==> src/rtl/circle_test_pipe_if.sv <==
// rtl/circle_test_pipe_if.sv - converter and consumer signal bundle for circle_test_pipe
// master: the classifier side; slave: converters plus consumer.
interface circle_test_pipe_if #(
   parameter int N     = 8,
   parameter int CNT_W = 16
);
   logic                soc_x;
   logic                eoc_x;
   logic signed [N-1:0] x;
   logic                soc_y;
   logic                eoc_y;
   logic signed [N-1:0] y;
   logic                dav_;
   logic                rfd;
   logic                z;
   logic [CNT_W-1:0]    count;
   logic                cnt_clr;

   modport master (
      output soc_x, soc_y, dav_, z, count,
      input  eoc_x, x, eoc_y, y, rfd, cnt_clr
   );

   modport slave (
      input  soc_x, soc_y, dav_, z, count,
      output eoc_x, x, eoc_y, y, rfd, cnt_clr
   );
endinterface

==> src/rtl/circle_test_pipe.sv <==
// rtl/circle_test_pipe.sv - point-in-disc classifier with converter start/capture and dav_/rfd delivery
// Samples X/Y, squares magnitudes, compares the sum to R2, hands z downstream and counts inside hits.
module circle_test_pipe #(
   parameter int             N         = 8,
   parameter logic [2*N-1:0] R2        = (2*N)'(4096),
   parameter bit             INCLUSIVE = 1'b1,
   parameter int             CNT_W     = 16
) (
   input logic                clock,
   input logic                reset,
   circle_test_pipe_if.master bus
);
   typedef enum logic [2:0] {
      S_SOC = 3'd0,
      S_EOC = 3'd1,
      S_SQ  = 3'd2,
      S_CMP = 3'd3,
      S_DAV = 3'd4,
      S_ACK = 3'd5
   } state_t;

   state_t           state_q, state_d;
   logic             soc_q, soc_d;
   logic             fx_q, fx_d;
   logic             fy_q, fy_d;
   logic             dav_n_q, dav_n_d;
   logic             z_q, z_d;
   logic [N-1:0]     x_q, x_d;
   logic [N-1:0]     y_q, y_d;
   logic [2*N-1:0]   sqx_q, sqx_d;
   logic [2*N-1:0]   sqy_q, sqy_d;
   logic [CNT_W-1:0] count_q, count_d;

   logic [N-1:0]     ax, ay;
   logic [2*N-1:0]   sum;
   logic             in_disc;

   // Magnitude as unsigned N bits so the most negative sample maps to 2^(N-1) without wrapping.
   always_comb begin
      ax      = x_q[N-1] ? (~x_q + 1'b1) : x_q;
      ay      = y_q[N-1] ? (~y_q + 1'b1) : y_q;
      sum     = sqx_q + sqy_q;
      in_disc = INCLUSIVE ? (sum <= R2) : (sum < R2);
   end

   always_comb begin
      state_d = state_q;
      soc_d   = soc_q;
      fx_d    = fx_q;
      fy_d    = fy_q;
      dav_n_d = dav_n_q;
      z_d     = z_q;
      x_d     = x_q;
      y_d     = y_q;
      sqx_d   = sqx_q;
      sqy_d   = sqy_q;
      count_d = count_q;
      case (state_q)
         S_SOC: begin
            fx_d  = 1'b0;
            fy_d  = 1'b0;
            soc_d = 1'b1;
            if (soc_q && !bus.eoc_x && !bus.eoc_y) begin
               soc_d   = 1'b0;
               state_d = S_EOC;
            end
         end
         S_EOC: begin
            if (bus.eoc_x && !fx_q) begin
               x_d  = bus.x;
               fx_d = 1'b1;
            end
            if (bus.eoc_y && !fy_q) begin
               y_d  = bus.y;
               fy_d = 1'b1;
            end
            if ((fx_q || bus.eoc_x) && (fy_q || bus.eoc_y))
               state_d = S_SQ;
         end
         S_SQ: begin
            sqx_d   = {{N{1'b0}}, ax} * {{N{1'b0}}, ax};
            sqy_d   = {{N{1'b0}}, ay} * {{N{1'b0}}, ay};
            state_d = S_CMP;
         end
         S_CMP: begin
            z_d     = in_disc;
            dav_n_d = 1'b0;
            if (in_disc && (count_q != {CNT_W{1'b1}}))
               count_d = count_q + 1'b1;
            state_d = S_DAV;
         end
         S_DAV: begin
            if (!bus.rfd) begin
               dav_n_d = 1'b1;
               state_d = S_ACK;
            end
         end
         S_ACK: begin
            if (bus.rfd) begin
               soc_d   = 1'b1;
               state_d = S_SOC;
            end
         end
         default: begin
            soc_d   = 1'b0;
            dav_n_d = 1'b1;
            state_d = S_SOC;
         end
      endcase
      // Clear beats a coincident increment and applies in every state.
      if (bus.cnt_clr)
         count_d = '0;
   end

   always_ff @(posedge clock) begin
      if (reset) begin
         state_q <= S_SOC;
         soc_q   <= 1'b0;
         fx_q    <= 1'b0;
         fy_q    <= 1'b0;
         dav_n_q <= 1'b1;
         z_q     <= 1'b0;
         x_q     <= '0;
         y_q     <= '0;
         sqx_q   <= '0;
         sqy_q   <= '0;
         count_q <= '0;
      end else begin
         state_q <= state_d;
         soc_q   <= soc_d;
         fx_q    <= fx_d;
         fy_q    <= fy_d;
         dav_n_q <= dav_n_d;
         z_q     <= z_d;
         x_q     <= x_d;
         y_q     <= y_d;
         sqx_q   <= sqx_d;
         sqy_q   <= sqy_d;
         count_q <= count_d;
      end
   end

   assign bus.soc_x = soc_q;
   assign bus.soc_y = soc_q;
   assign bus.dav_  = dav_n_q;
   assign bus.z     = z_q;
   assign bus.count = count_q;
endmodule

==> src/flat_wrapper.sv <==
// flat-port wrapper written by rule: the top's interface ports become plain ports
module circle_test_pipe_flat 
#(
   parameter int             N         = 8,
   parameter logic [2*N-1:0] R2        = (2*N)'(4096),
   parameter bit             INCLUSIVE = 1'b1,
   parameter int             CNT_W     = 16
)
  (clock, reset, bus_soc_x, bus_soc_y, bus_dav_, bus_z, bus_count, bus_eoc_x, bus_x, bus_eoc_y, bus_y, bus_rfd, bus_cnt_clr);
  circle_test_pipe_if #(.N(N), .CNT_W(CNT_W)) bus_i ();
  input logic clock;
  input logic reset;
  output wire logic [$bits(bus_i.soc_x)-1:0] bus_soc_x;
  output wire logic [$bits(bus_i.soc_y)-1:0] bus_soc_y;
  output wire logic [$bits(bus_i.dav_)-1:0] bus_dav_;
  output wire logic [$bits(bus_i.z)-1:0] bus_z;
  output wire logic [$bits(bus_i.count)-1:0] bus_count;
  input wire logic [$bits(bus_i.eoc_x)-1:0] bus_eoc_x;
  input wire logic [$bits(bus_i.x)-1:0] bus_x;
  input wire logic [$bits(bus_i.eoc_y)-1:0] bus_eoc_y;
  input wire logic [$bits(bus_i.y)-1:0] bus_y;
  input wire logic [$bits(bus_i.rfd)-1:0] bus_rfd;
  input wire logic [$bits(bus_i.cnt_clr)-1:0] bus_cnt_clr;
  assign bus_soc_x = bus_i.soc_x;
  assign bus_soc_y = bus_i.soc_y;
  assign bus_dav_ = bus_i.dav_;
  assign bus_z = bus_i.z;
  assign bus_count = bus_i.count;
  assign bus_i.eoc_x = bus_eoc_x;
  assign bus_i.x = bus_x;
  assign bus_i.eoc_y = bus_eoc_y;
  assign bus_i.y = bus_y;
  assign bus_i.rfd = bus_rfd;
  assign bus_i.cnt_clr = bus_cnt_clr;
  circle_test_pipe #(.N(N), .R2(R2), .INCLUSIVE(INCLUSIVE), .CNT_W(CNT_W)) u_core (.clock(clock), .reset(reset), .bus(bus_i));
endmodule
==> config.mk <==
export PLATFORM = sky130hd
export DESIGN_NAME = circle_test_pipe_flat
export DESIGN_NICKNAME = d
export VERILOG_FILES = /design/src/rtl/circle_test_pipe_if.sv /design/src/rtl/circle_test_pipe.sv /design/src/flat_wrapper.sv
export SDC_FILE = /design/constraint.sdc
export NUM_CORES = 1
export LEC_CHECK = 0
export BUFFER_PORTS_ARGS = -buffer_cell sky130_fd_sc_hd__buf_2
export CAP_MARGIN = 5
export CORE_MARGIN = 3
export CORE_UTILIZATION = 65
export DETAILED_ROUTE_END_ITERATION = 7
export PLACE_DENSITY = 0.85
export SYNTH_ARGS = -nofsm -noshare
export SYNTH_HDL_FRONTEND = slang
export SYNTH_SLANG_ARGS = --single-unit
==> constraint.sdc <==
create_clock -name clock -period 11.1 [get_ports clock]
set_clock_uncertainty 0.1 [all_clocks]
set_input_delay 2.22 -clock clock [delete_from_list [all_inputs] [get_ports clock]]
set_output_delay 2.22 -clock clock [all_outputs]
set_load 0.01 [all_outputs]
==> impl_metrics.tcl <==
set metrics [dict create \
    h-tree-depth 3 \
    ir_worst_vdd_mv 0.0807 \
    end_kind "flop" \
    cts-buffers-inserted 9 \
    timing.fmax_mhz 160 \
    timing.final.crit_share 0.562 \
    drv_cap 0 \
    grtUsageMet3 0.0443 \
    num_rows 37 \
    grt_remaining_overflow 0 \
    synth_edf_count 0 \
    cp-start-kind "flop" \
    slew_viol_final 0 \
    finalWirelength_um 15300 \
    final_cell_mix "99 x inv_1, 86 x nand2_1, 78 x nor2_1, 78 x ha_1, 70 x dfxtp_1" \
    portBuffers 41 \
    grt_pass1_vias 5954 \
    yosys_register_bits 70 \
    cts_hold_buf 0 \
    max-slew-margin-rel 0.236 \
    cts_tree "built" \
    synth_area_leaders "dfxtp_1 20%, fa_1 14%, ha_1 14%" \
    clkLatencyLatePin_ns 0.35 \
    firstDrtPassIters 5 \
    cts.sinks 70 \
    core-area_mm2 0.0104 \
    yosys_warnings 0 \
    gr-usage-all-layers 0.263 \
    die_h_um 110 \
    area_delta_synth_final_pct 6.92 \
    setup_viol 0 \
    grt_max_degree 73 \
    die_area_mm2 0.0121 \
    busiest_layer "met2" \
    synth-seq-area-share 0.199 \
    dp_hpwl_um 12200 \
    crit_arrival_ns 6.41 \
    drt_iter0_markers 432 \
    clockBufferDepth 2 \
    min_period_ns 6.24 \
    final_core_util 0.724 \
    syn_avg_cell_area_um2 8.21 \
    yosysTopAreaCell "dfxtp_1" \
    path_max_fanout 6 \
    rsz0062_at_grt "false" \
    post-cts-setup-buffer-count 0 \
    nFillCells 806 \
    vias 6083 \
    synth.top_cell.area_share 0.199 \
    ys_async_sr_fraction 0 \
    min_path_type "reg2reg" \
    met2_usage 0.476 \
    drc_errors 0 \
    syn_area_mm2 0.00705 \
    p_leak_nw 3.85 \
    ctsRootBufferMaster "clkbuf_8" \
    gr-usage-met1 0.320 \
    finalHoldViolations 0 \
    syn_inst 859 \
    initial_core_util 0.677 \
    worstPathRequired_ns 11.27 \
    dieWidth_um 110 \
    status "finished, final reports clean" \
    drive_above_1_share 0.0835 \
    grt_pass1_wl_um 25900 \
    ant_nets 0 \
    synth-main-ff-cell "dfxtp_1" \
    avgViaCountPerCell 5.88 \
    cts.repair.resized 0 \
    diodes 0 \
    layout_commonest_cell "inv_1" \
    path_class "reg2reg" \
    worst_pin_slew_ns 1.14 \
    yosysUniqueCellTypes 66 \
    pin_count 42 \
    gp_congestion 0.887 \
    wl_per_cell_um 14.8 \
    cts.reportedPaths.clkPinSlew_ns 0.07 \
    finalNetCount 1043 \
    antenna_found_initial 0 \
    setup_tns_ns 0 \
    power_density_mw_per_mm2 70.0 \
]
[power by group]
part           switching [mW]  leakage (nW)  internal [mW]
sequential            0.00584         0.565          0.256
clock                  0.0942        0.0861         0.0862
combinational          0.0517          3.20         0.0345
[through the flow]
stage	worst slack, ns	power, mW	hold WS [ns]	cell area (µm²)	cells
2_1_floorplan	5.36	0.330	0.336	7090	869
3_3_place_gp	5.22	0.347	0.342	7370	1018
3_5_place_dp	4.95	0.352	0.350	7370	1018
4_1_cts	4.91	0.531	0.359	7540	1034
5_1_grt	4.52	0.555	0.378	7540	1034
6_report	4.86	0.528	0.355	7540	1034
[layer usage]
layer  wire length [µm]  part of all wire
met1               6460              0.42
met3                749             0.049
met2               7750              0.51
met5                  0                 0
met4                316             0.021
[logic make-up after synthesis]
kind of cell / Yosys count / share of synthesized area
adders and majority gates: 128 / 0.280
buffers and inverters: 134 / 0.0720
xor gates and xnor gates: 48 / 0.0596
and+or+nand+nor: 299 / 0.208
other: 2 / 0.00106
DFF: 70 / 0.199
muxes: 24 / 0.0341
AOI/OAI and AO/OA: 154 / 0.146
[registers in the layout, summed over array words and instances (netlist names), 3 cells and up]
name and count:
u_core.sqy_q 15, u_core.x_q 8, u_core.sqx_q 15, u_core.state_q 3, u_core.y_q 8, u_core.bus.count 16
[path summary, 6_finish.rpt]
kind | end | from | slack, ns | cells after the start
worst max-delay path | u_core.sqx_q[14] | u_core.x_q[2] | 4.86 | 20
worst min-delay path | u_core.sqy_q[0] | u_core.sqy_q[0] | 0.35 | 2
worst max register to register | u_core.sqx_q[14] | u_core.x_q[2] | 4.86 | 20
worst min register to register | u_core.sqy_q[0] | u_core.sqy_q[0] | 0.35 | 2
[synth_stat cells, types with 3 or more instances]
cell	n
or3_1	22
ha_1	78
nor3_1	21
inv_1	99
and3_1	10
a2111oi_0	4
nand2b_1	13
o211ai_1	8
fa_1	50
dfxtp_1	70
nand2_1	86
o21ai_0	22
nand3b_1	7
clkbuf_1	28
xnor2_1	28
mux2i_1	24
nor3b_1	3
or2_2	6
or4_1	8
a211oi_1	6
a311oi_1	4
nand3_1	15
nor2b_1	4
a21oi_1	53
nor2_1	78
and2_1	9
nand4_1	5
a21o_1	18
and4_1	3
xor2_1	20
o31ai_1	9
a21boi_0	3
[worst max-delay path: stages, from the launching register on]
cell	delay [ns]
dfxtp_1	0.35
or3_1	0.38
or3_1	0.33
nand2_1	0.09
xor2_1	0.45
inv_1	0.24
nand2_1	0.16
inv_1	0.07
fa_1	0.46
fa_1	0.54
inv_1	0.06
fa_1	0.50
fa_1	0.55
inv_1	0.05
ha_1	0.23
a2111oi_0	0.66
o31ai_1	0.24
o41ai_1	0.35
xnor2_1	0.16
nand2_1	0.07
a21oi_1	0.14
[area by class of cell]
type | instances | area (µm²) | area share
multi-input cells | 665 | 5180 | 0.687
flip-flops and latches | 70 | 1400 | 0.186
inverters | 102 | 383 | 0.0508
repair buffers | 45 | 235 | 0.0312
well taps | 136 | 170 | 0.0226
clock buffers | 12 | 145 | 0.0192
clock inverters | 4 | 22.5 | 0.00299
No activity file was read; power rests on OpenSTA's default activity.
